File: src/rtl/interleaver_stream_pkg.sv
// 802.11a/g interleaver definitions: RATE field codes, coded bits per symbol
// and the forward/inverse permutations, evaluated only at elaboration time.
package interleaver_stream_pkg;

  localparam logic [3:0] RATE_6M  = 4'hD;
  localparam logic [3:0] RATE_9M  = 4'hF;
  localparam logic [3:0] RATE_12M = 4'h5;
  localparam logic [3:0] RATE_18M = 4'h7;
  localparam logic [3:0] RATE_24M = 4'h9;
  localparam logic [3:0] RATE_36M = 4'hB;
  localparam logic [3:0] RATE_48M = 4'h1;
  localparam logic [3:0] RATE_54M = 4'h3;

  localparam int CBPS_BPSK  = 48;
  localparam int CBPS_QPSK  = 96;
  localparam int CBPS_QAM16 = 192;
  localparam int CBPS_QAM64 = 288;
  localparam int CBPS_MAX   = 288;
  localparam int CNT_W      = 9;

  typedef enum logic [1:0] {
    CLS_BPSK  = 2'd0,
    CLS_QPSK  = 2'd1,
    CLS_QAM16 = 2'd2,
    CLS_QAM64 = 2'd3
  } rate_class_e;

  // Unknown codes fall back to the 48-bit BPSK block.
  function automatic rate_class_e rate_class(input logic [3:0] rate);
    case (rate)
      RATE_12M, RATE_18M: return CLS_QPSK;
      RATE_24M, RATE_36M: return CLS_QAM16;
      RATE_48M, RATE_54M: return CLS_QAM64;
      RATE_6M,  RATE_9M:  return CLS_BPSK;
      default:            return CLS_BPSK;
    endcase
  endfunction

  function automatic int cbps_of_class(input int cls);
    case (cls)
      1:       return CBPS_QPSK;
      2:       return CBPS_QAM16;
      3:       return CBPS_QAM64;
      default: return CBPS_BPSK;
    endcase
  endfunction

  // Position j that coded bit k occupies after both 802.11 permutation steps.
  function automatic int perm_fwd(input int k, input int n_cbps);
    int n_bpsc;
    int s;
    int i;
    n_bpsc = n_cbps / 48;
    s      = (n_bpsc / 2 > 1) ? n_bpsc / 2 : 1;
    i      = (n_cbps / 16) * (k % 16) + k / 16;
    return s * (i / s) + (i + n_cbps - (16 * i) / n_cbps) % s;
  endfunction

  function automatic int perm_inv(input int j, input int n_cbps);
    int k_found;
    k_found = 0;
    for (int k = 0; k < n_cbps; k++) begin
      if (perm_fwd(k, n_cbps) == j) k_found = k;
    end
    return k_found;
  endfunction

endpackage

File: src/rtl/interleaver_bank.sv
// One ping-pong bank: 288 bits written a beat at a time, the block's rate
// latched on beat 0, and a full flag owned jointly by the write and read sides.
module interleaver_bank
  import interleaver_stream_pkg::*;
#(
  parameter int DATA_W = 8
) (
  input  logic                aclk,
  input  logic                areset,
  input  logic                wr_en,
  input  logic [CNT_W-1:0]    wr_beat,
  input  logic [DATA_W-1:0]   wr_data,
  input  logic [3:0]          wr_rate,
  input  logic                set_full,
  input  logic                clr_full,
  output logic [CBPS_MAX-1:0] bits,
  output logic [3:0]          rate,
  output logic                full
);

  localparam int NB_MAX = CBPS_MAX / DATA_W;

  logic [CBPS_MAX-1:0] bits_q, bits_d;
  logic [3:0]          rate_q, rate_d;
  logic                full_q, full_d;

  always_comb begin
    bits_d = bits_q;
    rate_d = rate_q;
    full_d = full_q;
    if (wr_en) begin
      for (int b = 0; b < NB_MAX; b++) begin
        if (wr_beat == CNT_W'(b)) bits_d[b*DATA_W +: DATA_W] = wr_data;
      end
      if (wr_beat == '0) rate_d = wr_rate;
    end
    // A bank is never written and drained in the same cycle, so these never collide.
    if (set_full) full_d = 1'b1;
    if (clr_full) full_d = 1'b0;
  end

  always_ff @(posedge aclk) begin
    if (areset) begin
      bits_q <= '0;
      rate_q <= '0;
      full_q <= 1'b0;
    end else begin
      bits_q <= bits_d;
      rate_q <= rate_d;
      full_q <= full_d;
    end
  end

  assign bits = bits_q;
  assign rate = rate_q;
  assign full = full_q;

endmodule

File: src/rtl/interleaver_stream.sv
// 802.11a/g block (de)interleaver on AXI-Stream: ping-pong banks, one beat per
// cycle each side, permutation realised as fixed per-rate wiring on the read bank.
module interleaver_stream
  import interleaver_stream_pkg::*;
#(
  parameter int DATA_W    = 8,
  parameter int DIRECTION = 0
) (
  input  logic              aclk,
  input  logic              areset,
  input  logic [DATA_W-1:0] s_axis_tdata,
  input  logic [3:0]        s_axis_tuser,
  input  logic              s_axis_tvalid,
  output logic              s_axis_tready,
  output logic [DATA_W-1:0] m_axis_tdata,
  output logic [3:0]        m_axis_tuser,
  output logic              m_axis_tlast,
  output logic              m_axis_tvalid,
  input  logic              m_axis_tready
);

  localparam int NB_MAX = CBPS_MAX / DATA_W;

  logic                       wsel_q, wsel_d;
  logic                       rsel_q, rsel_d;
  logic [CNT_W-1:0]           wcnt_q, wcnt_d;
  logic [CNT_W-1:0]           rcnt_q, rcnt_d;

  logic [1:0]                 bank_full;
  logic [1:0][3:0]            bank_rate;
  logic [1:0][CBPS_MAX-1:0]   bank_bits;

  logic                       s_hs, m_hs;
  logic                       w_last, r_last, rd_valid;
  logic [3:0]                 w_rate, rd_rate;
  logic [CBPS_MAX-1:0]        rd_bits, perm_sel;
  logic [3:0][CBPS_MAX-1:0]   perm_all;
  logic [DATA_W-1:0]          rd_slice;

  function automatic logic [CNT_W-1:0] last_beat(input logic [3:0] rate);
    case (rate_class(rate))
      CLS_QPSK:  return CNT_W'(CBPS_QPSK / DATA_W - 1);
      CLS_QAM16: return CNT_W'(CBPS_QAM16 / DATA_W - 1);
      CLS_QAM64: return CNT_W'(CBPS_QAM64 / DATA_W - 1);
      default:   return CNT_W'(CBPS_BPSK / DATA_W - 1);
    endcase
  endfunction

  assign s_axis_tready = ~bank_full[wsel_q] & ~areset;
  assign s_hs          = s_axis_tvalid & s_axis_tready;
  // Beat 0 has no stored rate yet, so the block length comes straight from tuser.
  assign w_rate        = (wcnt_q == '0) ? s_axis_tuser : bank_rate[wsel_q];
  assign w_last        = (wcnt_q == last_beat(w_rate));

  assign rd_valid = bank_full[rsel_q];
  assign rd_rate  = bank_rate[rsel_q];
  assign rd_bits  = bank_bits[rsel_q];
  assign r_last   = (rcnt_q == last_beat(rd_rate));
  assign m_hs     = rd_valid & m_axis_tready;

  always_comb begin
    wsel_d = wsel_q;
    wcnt_d = wcnt_q;
    rsel_d = rsel_q;
    rcnt_d = rcnt_q;
    if (s_hs) begin
      if (w_last) begin
        wcnt_d = '0;
        wsel_d = ~wsel_q;
      end else begin
        wcnt_d = wcnt_q + 1'b1;
      end
    end
    if (m_hs) begin
      if (r_last) begin
        rcnt_d = '0;
        rsel_d = ~rsel_q;
      end else begin
        rcnt_d = rcnt_q + 1'b1;
      end
    end
  end

  always_ff @(posedge aclk) begin
    if (areset) begin
      wsel_q <= 1'b0;
      rsel_q <= 1'b0;
      wcnt_q <= '0;
      rcnt_q <= '0;
    end else begin
      wsel_q <= wsel_d;
      rsel_q <= rsel_d;
      wcnt_q <= wcnt_d;
      rcnt_q <= rcnt_d;
    end
  end

  genvar gi, ci;

  for (gi = 0; gi < 2; gi++) begin : g_bank
    interleaver_bank #(
      .DATA_W (DATA_W)
    ) u_bank (
      .aclk     (aclk),
      .areset   (areset),
      .wr_en    (s_hs && (wsel_q == 1'(gi))),
      .wr_beat  (wcnt_q),
      .wr_data  (s_axis_tdata),
      .wr_rate  (s_axis_tuser),
      .set_full (s_hs && w_last && (wsel_q == 1'(gi))),
      .clr_full (m_hs && r_last && (rsel_q == 1'(gi))),
      .bits     (bank_bits[gi]),
      .rate     (bank_rate[gi]),
      .full     (bank_full[gi])
    );
  end

  // Output bit x of each rate class is a fixed tap of the read bank.
  for (ci = 0; ci < 4; ci++) begin : g_cls
    localparam int N = cbps_of_class(ci);
    for (gi = 0; gi < CBPS_MAX; gi++) begin : g_bit
      if (gi < N) begin : g_map
        localparam int SRC = (DIRECTION != 0) ? perm_fwd(gi, N) : perm_inv(gi, N);
        assign perm_all[ci][gi] = rd_bits[SRC];
      end else begin : g_pad
        assign perm_all[ci][gi] = 1'b0;
      end
    end
  end

  assign perm_sel = perm_all[rate_class(rd_rate)];

  always_comb begin
    rd_slice = '0;
    for (int b = 0; b < NB_MAX; b++) begin
      if (rcnt_q == CNT_W'(b)) rd_slice = perm_sel[b*DATA_W +: DATA_W];
    end
  end

  assign m_axis_tvalid = rd_valid;
  assign m_axis_tdata  = rd_valid ? rd_slice : '0;
  assign m_axis_tuser  = rd_valid ? rd_rate : 4'd0;
  assign m_axis_tlast  = rd_valid & r_last;

endmodule

File: config.mk
export PLATFORM = sky130hd
export DESIGN_NAME = interleaver_stream
export DESIGN_NICKNAME = d
export VERILOG_FILES = /design/src/rtl/interleaver_stream_pkg.sv /design/src/rtl/interleaver_bank.sv /design/src/rtl/interleaver_stream.sv
export SDC_FILE = /design/constraint.sdc
export NUM_CORES = 2
export LEC_CHECK = 0
export CORE_MARGIN = 3
export CORE_UTILIZATION = 27
export CTS_CLUSTER_DIAMETER = 200
export DETAILED_ROUTE_END_ITERATION = 7
export PLACE_DENSITY = 0.5
export SETUP_SLACK_MARGIN = 0.3
export SYNTH_ARGS = -nofsm -noshare
export SYNTH_HDL_FRONTEND = slang
export SYNTH_SLANG_ARGS = --single-unit
File: constraint.sdc
create_clock -name aclk -period 5.2 [get_ports aclk]
set_clock_uncertainty 0.05 [all_clocks]
set_input_delay 0.78 -clock aclk [delete_from_list [all_inputs] [get_ports aclk]]
set_output_delay 0.78 -clock aclk [all_outputs]
set_load 0.02 [all_outputs]
* Yosys cells after proc, flatten, opt, wreduce, memory -nomap -nowiden
Memories as Yosys holds them, arrays and structs flattened.
Cells that the tools add are included.
** Word-level totals
- Register bits after elaboration :: 606
- Bits in read-only memories :: 96
- Input bits :: 16
- Logic and storage cells :: 315
- Memories kept :: 3
** Operators by class
- Add/subtract/negate cells :: 2
- $lt $le $gt $ge :: 3
- Equal/unequal tests :: 78
- Mux-type cells :: 55
- Bitwise logic cells :: 8
- Reduce and logical (&&, ||, !) cells :: 86
** Memories
- (name not given) :: words 16, bits a word 2, read ports 1, clocked after Yosys merged registers in 0, write ports 0, RTL line interleaver_stream_pkg.sv:30 : case (rate)
- (name not given) :: words 16, bits a word 2, read ports 1, clocked after Yosys merged registers in 0, write ports 0, RTL line interleaver_stream_pkg.sv:30
- (name not given) :: words 16, bits a word 2, read ports 1, clocked after Yosys merged registers in 0, write ports 0, RTL line interleaver_stream_pkg.sv:30
** Operators with widths (number)
- 288-bit two-way mux :: 3
- 288-bit binary-select mux with 2-bit select :: 1
- 8-bit two-way mux :: 37
- 9-bit by 5-bit equality test with 1-bit output (second input constant) :: 32
- 2-bit AND reduction :: 74
- 9-bit by 4-bit equality test with 1-bit output (second input constant) :: 16
- 9-bit by 3-bit equality test with 1-bit output (second input constant) :: 8
- 9-bit by 6-bit equality test with 1-bit output (second input constant) :: 8
- 9-bit by 2-bit equality test with 1-bit output (second input constant) :: 4
- 6-bit one-hot mux with 3 select lines :: 2
- 4-bit two-way mux :: 6
- 9-bit by 1-bit adder with 9-bit output (second input constant) :: 2
- 9-bit by 1-bit equality test with 1-bit output (second input constant) :: 2
- 9-bit equality test :: 2
- 9-bit zero test :: 2
- 9-bit two-way mux :: 2
- 2-bit equality test (second input constant) :: 4
- 1-bit logical AND :: 8
- 1-bit AND :: 4
- 2-bit by 1-bit equality test with 1-bit output (second input constant) :: 2
- 1-bit by 2-bit < comparator with 1-bit output (second input constant) :: 2
- 1-bit two-way mux :: 4
- 1-bit inverter :: 4
- 2-bit OR reduction :: 2
- 2-bit by 3-bit < comparator with 1-bit output (second input constant) :: 1

* Logic depth before layout (Yosys ltp)
An unclocked memory read counts as a cell.
- Depth in word-level cells :: 42
- Gate-level depth with buffers :: 15
- Gate-level depth less buffers :: 10

* Hierarchy
Synthesis repeated with hierarchy kept, for this count alone.
** Second synthesis, totals
- Cell total of the unflattened synthesis :: 3766
- Area total of the unflattened synthesis :: 35452.8 um^2
** Modules (own cells, without submodules)
- interleaver_bank :: instances 2, cells an instance 1030, area an instance 11846.4 um^2, seq. area each 5865.6 um^2
- interleaver_stream :: instances 1, cells an instance 1706, area an instance 11760.0 um^2, seq. area each 400.4 um^2

* Worst setup path before layout
Ideal clock, no wire load.
- Path type :: register -> output
- Start point :: register rcnt_q[0]
- End point :: output m_axis_tdata[4]
- Arrival :: 3.399 ns
- Required time :: 4.370 ns
- Setup slack :: 0.971 ns
- Cell stages (with the launch flop) :: 11
- Cell sequence :: dfxtp_1 -> ha_1 -> or4b_1 -> clkbuf_1 -> nor3_2 -> nand2_1 -> o21ai_1 -> o211ai_1 -> a2111oi_0 -> o21ai_1 -> a2111oi_1
** Between the ends
- Word-level cells in the longest chain between the ends :: 38
- Elaborated cells on any way between the ends :: 73
- Those cells by class :: 35 x eq/ne; 37 x mux; 1 x reduce/logical
** Ends and longest elaborated chain
- from (decl) :: RTL line interleaver_stream.sv:27 : logic [CNT_W-1:0] rcnt_q, rcnt_d;
- from (signal assigned) :: RTL line interleaver_stream.sv:94 : rcnt_q <= rcnt_d;
- 9-bit zero test :: RTL line interleaver_stream.sv:136 : if (rcnt_q == CNT_W'(b)) rd_slice = perm_sel[b*DATA_W +: DATA_W];
- 8-bit two-way mux (35 in series) :: RTL line interleaver_stream.sv:136
- 8-bit two-way mux (*) :: RTL line interleaver_stream.sv:136
- 8-bit two-way mux (*) :: RTL line interleaver_stream.sv:141 : assign m_axis_tdata = rd_valid ? rd_slice : '0;
- to (decl) :: RTL line interleaver_stream.sv:15 : output logic [DATA_W-1:0] m_axis_tdata,
Every way passes the cells marked *; elsewhere a longest branch is shown, timed or not.

* Worst setup path after layout
- Start point :: register rsel_q
- End point :: output m_axis_tdata[1]
** Between the ends
- Word-level cells in the longest chain between the ends :: 42
- Elaborated cells on any way between the ends :: 46
- Those cells by class :: 45 x mux; 1 x memory
** Ends and longest elaborated chain
- from (decl) :: RTL line interleaver_stream.sv:25 : logic rsel_q, rsel_d;
- from (signal assigned) :: RTL line interleaver_stream.sv:92 : rsel_q <= rsel_d;
- 4-bit two-way mux (implied by the code) (2 in series) :: RTL line interleaver_stream.sv:56 : assign rd_rate = bank_rate[rsel_q];
- memory read 16 x 2 bit
- 288-bit binary-select mux with 2-bit select :: RTL line interleaver_stream.sv:131 : assign perm_sel = perm_all[rate_class(rd_rate)];
- 288-bit two-way mux (implied by the code) :: RTL line interleaver_stream.sv:131
- 8-bit two-way mux (36 in series) :: RTL line interleaver_stream.sv:136
- 8-bit two-way mux (*) :: RTL line interleaver_stream.sv:141
Every way passes the cells marked *; elsewhere a longest branch is shown, timed or not. The select of a mux whose other input is x is not followed.

==> results summary <==
The dominant register cell in the synthesized netlist is sky130_fd_sc_hd__dfxtp_1. The run finished with clean final reports. The number of instances in the placed design came out at between 5,000 and 6,000.

The instance area after placement is 37,300 µm². The TritonCTS clock tree is built. The number of detailed-route iterations in the first pass came out at 7. The remaining max-slew budget at the tightest pin is 0.161. With fillers left out, the area of the finished cells amounts to around 41,000 µm².

The detail-routed net length per standard cell is 32.9 µm. The post-DP HPWL came out at 150,000 µm. Pin placement for this block handled 31 I/O pins.

Averaged over all synthesized cells, the footprint is between 7 and 8 µm². The master cell of the clock root buffer is sky130_fd_sc_hd__clkbuf_16. The die width came out at ~360 µm. The count of clock tree sinks came out at 606. The largest vdd supply drop came out at 0.000233 V.

In the synthesized netlist the async set-or-reset flop fraction comes to 0. The post-synthesis cell area came out at 33,300 µm². The number of DRC markers in iteration 0 is 5,315. The vias after detailed routing is ~36,000. The floorplan step defined a die boundary enclosing about 130,000 µm². The required time of the critical path came out at 4.37 ns. STA classifies the critical path endpoint as an output port. The static leakage power is approximately 14 nW. The filler cell count in the final layout is roughly 13,000. Entering global routing, the biggest net connects roughly 170 pins. Setup repair after global routing could not meet its margin everywhere. The type of the setup path with the least slack is reg -> out. The netlist uses 90 different library cells. The final total power is ~11 mW.

The synthesized design contains 0 enable-type register cells. The first global-routing pass estimated 277,000 µm of wire. The global-route congestion overflow total is 0. The area of the core region is 122,000 µm². The number of port buffers is 30. After detailed routing, the number of remaining DRC violations is 0. The clock-pin transition on the worst setup and hold timing paths is 0.06 ns.

The number of standard cells after synthesis came out at 4,301. In this run the critical register-to-register path is launched from wcnt_q[1]. The hold violation count in the final report was 0. In this run the remaining antenna-violating nets after routing total 0. The placer's final routability congestion estimate is 1.06.

The most critical setup path has its endpoint at m_axis_tdata[1]. The number of H-tree levels came out at 3. The number of antenna violations at the first check in global routing came to 8. The number of max-capacitance violations reported is 0. The setup slack on the worst flop-to-flop path is 1.65 ns.

The row count is 128. The source-to-sink clock delay at the later pin of the worst-skew pair is around 0.64 ns. The final net count came out at 4,481.

The number of clock buffers inserted by TritonCTS is approximately 70. The worst setup path is launched from a register. The detailed-route vias per instance is 5.94. In this run the critical register-to-register path is captured at wcnt_q[0]. The critical path starts at rsel_q.

The total nets after synthesis came out at 4,325. The layout overhead on the synthesized area is 24.6%. The setup TNS came out at 0 ns. Synthesis inferred 606 register bits. The layout cell share with drive strength beyond 1 came out at 0.191. The final hold slack is 0.421 ns. The number of cells traversed by the worst register-to-register path came out at 10. At the pin with the least slew margin, the transition time is 1.22 ns. The minimum clock period came out at about 4.9 ns. The initial cell density of the core is 0.273. The count of yosys warnings during synthesis came out at 0. Ranked by total cell area, the synthesized netlist is headed by sky130_fd_sc_hd__dfxtp_1 (36%), sky130_fd_sc_hd__mux2i_1 (10%), sky130_fd_sc_hd__o21ai_0 (8.8%). The global-route usage over all layers is 0.306. The final setup violation count came out at 0. The number of global-route vias before repair came out at about 34,000. For this design the ratio of total power to cell area is between 200 and 300 nW/µm².

The peak clock frequency supported by timing is slightly above 200 MHz. Of all cell types, the one taking the most synthesized area is sky130_fd_sc_hd__dfxtp_1. The area share of the largest cell type after synthesis is 0.365. The worst hold path belongs to the class reg -> reg.

The critical path data arrival time is 4.10 ns. Of the synthesized area, sequential elements account for 0.365. For this block, the routed nets add up to 202,000 µm of wire. The clock tree buffer depth is 3. The commonest cells after synthesis are sky130_fd_sc_hd__dfxtp_1 (606), sky130_fd_sc_hd__nand2_1 (606), sky130_fd_sc_hd__o21ai_0 (588). The final clock period utilization by the worst path is 0.948. The die span in y came out at around 360 µm. The final standard cell count with taps included and fillers excluded came out at 6,138. The count of final max-slew check failures came out at 0. The top fanout value on the critical path came out at 30.
## area by class of cell
type	instances	area, µm²	share of cell area
inverters	18	67.6	0.00163
clock buffers	105	2090	0.0504
diodes	4	10.0	0.000242
repair buffers	500	4650	0.112
well taps	1625	2030	0.0491
clock inverters	21	251	0.00607
flip-flops and latches	606	12200	0.293
multi-input cells	3259	20200	0.487
## metal layers
| metal | vias up | global-route usage | part of all wire |
|---|---|---|---|
| met1 | 18300 | 0.434 | 0.45 |
| met3 | 390 | 0.0518 | 0.082 |
| met2 | 1916 | 0.448 | 0.42 |
| met5 | - | 0 | 0 |
| met4 | 0 | 0.142 | 0.054 |
| li1 | 15900 | - | - |
## state kept, by name (all words and copies together), names as in the netlist
register	cells
g_bank.u_bank.rate	8
wcnt_q	9
g_bank.u_bank.bits	576
wsel_q	1
g_bank.u_bank.full	2
rcnt_q	9
rsel_q	1
## critical path, stage by stage (launching register included)
cell	delay [ns]
sky130_fd_sc_hd__dfxtp_4	0.43
sky130_fd_sc_hd__buf_12	0.17
sky130_fd_sc_hd__buf_12	0.15
sky130_fd_sc_hd__buf_12	0.24
sky130_fd_sc_hd__buf_4	0.29
sky130_fd_sc_hd__mux2_2	0.40
sky130_fd_sc_hd__nor2_1	0.11
sky130_fd_sc_hd__a211oi_1	0.34
sky130_fd_sc_hd__o21ai_2	0.15
sky130_fd_sc_hd__o22ai_1	0.40
sky130_fd_sc_hd__o31ai_2	0.15
sky130_fd_sc_hd__a21oi_1	0.20
sky130_fd_sc_hd__buf_4	0.21
sky130_fd_sc_hd__buf_4	0.16
## metrics by stage
step	util	setup WS (ns)
after global placement	0.306	-0.355
after floorplan	-	0.971
after detailed placement	0.306	-0.257
final	0.339	0.272
after CTS	0.336	0.273
after global routing	0.339	0.269
## cell usage in the layout, fill, tap and decap left out, types with 12 or more instances in the layout
master	Yosys	routed
sky130_fd_sc_hd__and3_1	24	21
sky130_fd_sc_hd__a22oi_1	19	17
sky130_fd_sc_hd__clkbuf_16	0	73
sky130_fd_sc_hd__nor4_1	18	12
sky130_fd_sc_hd__buf_12	0	35
sky130_fd_sc_hd__o211ai_1	37	37
sky130_fd_sc_hd__o221ai_1	29	28
sky130_fd_sc_hd__inv_1	17	17
sky130_fd_sc_hd__mux4_2	13	13
sky130_fd_sc_hd__a211oi_1	42	35
sky130_fd_sc_hd__o31ai_1	20	17
sky130_fd_sc_hd__nor3_1	50	47
sky130_fd_sc_hd__nor2_1	307	297
sky130_fd_sc_hd__mux2i_2	0	13
sky130_fd_sc_hd__a211o_1	12	12
sky130_fd_sc_hd__a21oi_1	581	574
sky130_fd_sc_hd__mux2i_1	337	319
sky130_fd_sc_hd__o22a_1	16	15
sky130_fd_sc_hd__o21ai_0	588	576
sky130_fd_sc_hd__o22ai_1	64	60
sky130_fd_sc_hd__clkdlybuf4s50_1	0	13
sky130_fd_sc_hd__mux2_2	79	77
sky130_fd_sc_hd__clkbuf_8	0	14
sky130_fd_sc_hd__clkbuf_1	306	18
sky130_fd_sc_hd__a31oi_1	29	27
sky130_fd_sc_hd__nand4_1	22	22
sky130_fd_sc_hd__a221oi_1	17	15
sky130_fd_sc_hd__buf_4	20	408
sky130_fd_sc_hd__or3_1	20	19
sky130_fd_sc_hd__nand2_1	606	594
sky130_fd_sc_hd__nand3_1	80	78
sky130_fd_sc_hd__nor2b_1	19	17
sky130_fd_sc_hd__buf_6	2	21
sky130_fd_sc_hd__dfxtp_1	606	598
## report_power, final
part | switching [mW] | leakage (nW) | internal [mW]
Clock | 2.12 | 1.14 | 2.95
Sequential | 0.0142 | 4.88 | 4.65
Combinational | 0.567 | 8.13 | 0.208
Total | 2.70 | 14.2 | 7.81
## cells by family (layout without fill, tap and decap cells)
family,count (synthesis),count (layout),synth area share
xor gates and xnor gates,18,18,0.00474
other,0,4,0
muxes,429,429,0.137
and+or+nand+nor,1231,1231,0.165
buffers and inverters,436,644,0.0540
AOI/OAI and AO/OA,1573,1573,0.271
DFF,606,606,0.365
adders and majority gates,8,8,0.00301
## timing repair
item / in CTS / in global routing
cloned: 8 / 0
setup buffers: 53 / 8
gates resized for setup: 189 / 74
pin swaps: 31 / 25
hold buffers: 0 / 0
hold endpoints to repair: 0 / 0
endpoints found under the setup margin: 8 / 8
## worst min-delay path by stage
stage	start	to	slack, ns	depth (start not counted)
after floorplan	g_bank[1].u_bank.bits[214]	g_bank[1].u_bank.bits[214]	0.40	2
after global placement	g_bank[1].u_bank.bits[59]	g_bank[1].u_bank.bits[59]	0.41	2
after detailed placement	g_bank[1].u_bank.bits[59]	g_bank[1].u_bank.bits[59]	0.41	2
after CTS	areset	g_bank[0].u_bank.bits[269]	0.42	2
after global routing	g_bank[0].u_bank.bits[128]	g_bank[0].u_bank.bits[128]	0.44	2
final	g_bank[1].u_bank.bits[166]	g_bank[1].u_bank.bits[166]	0.42	2
(Power assumes the default switching activity.)
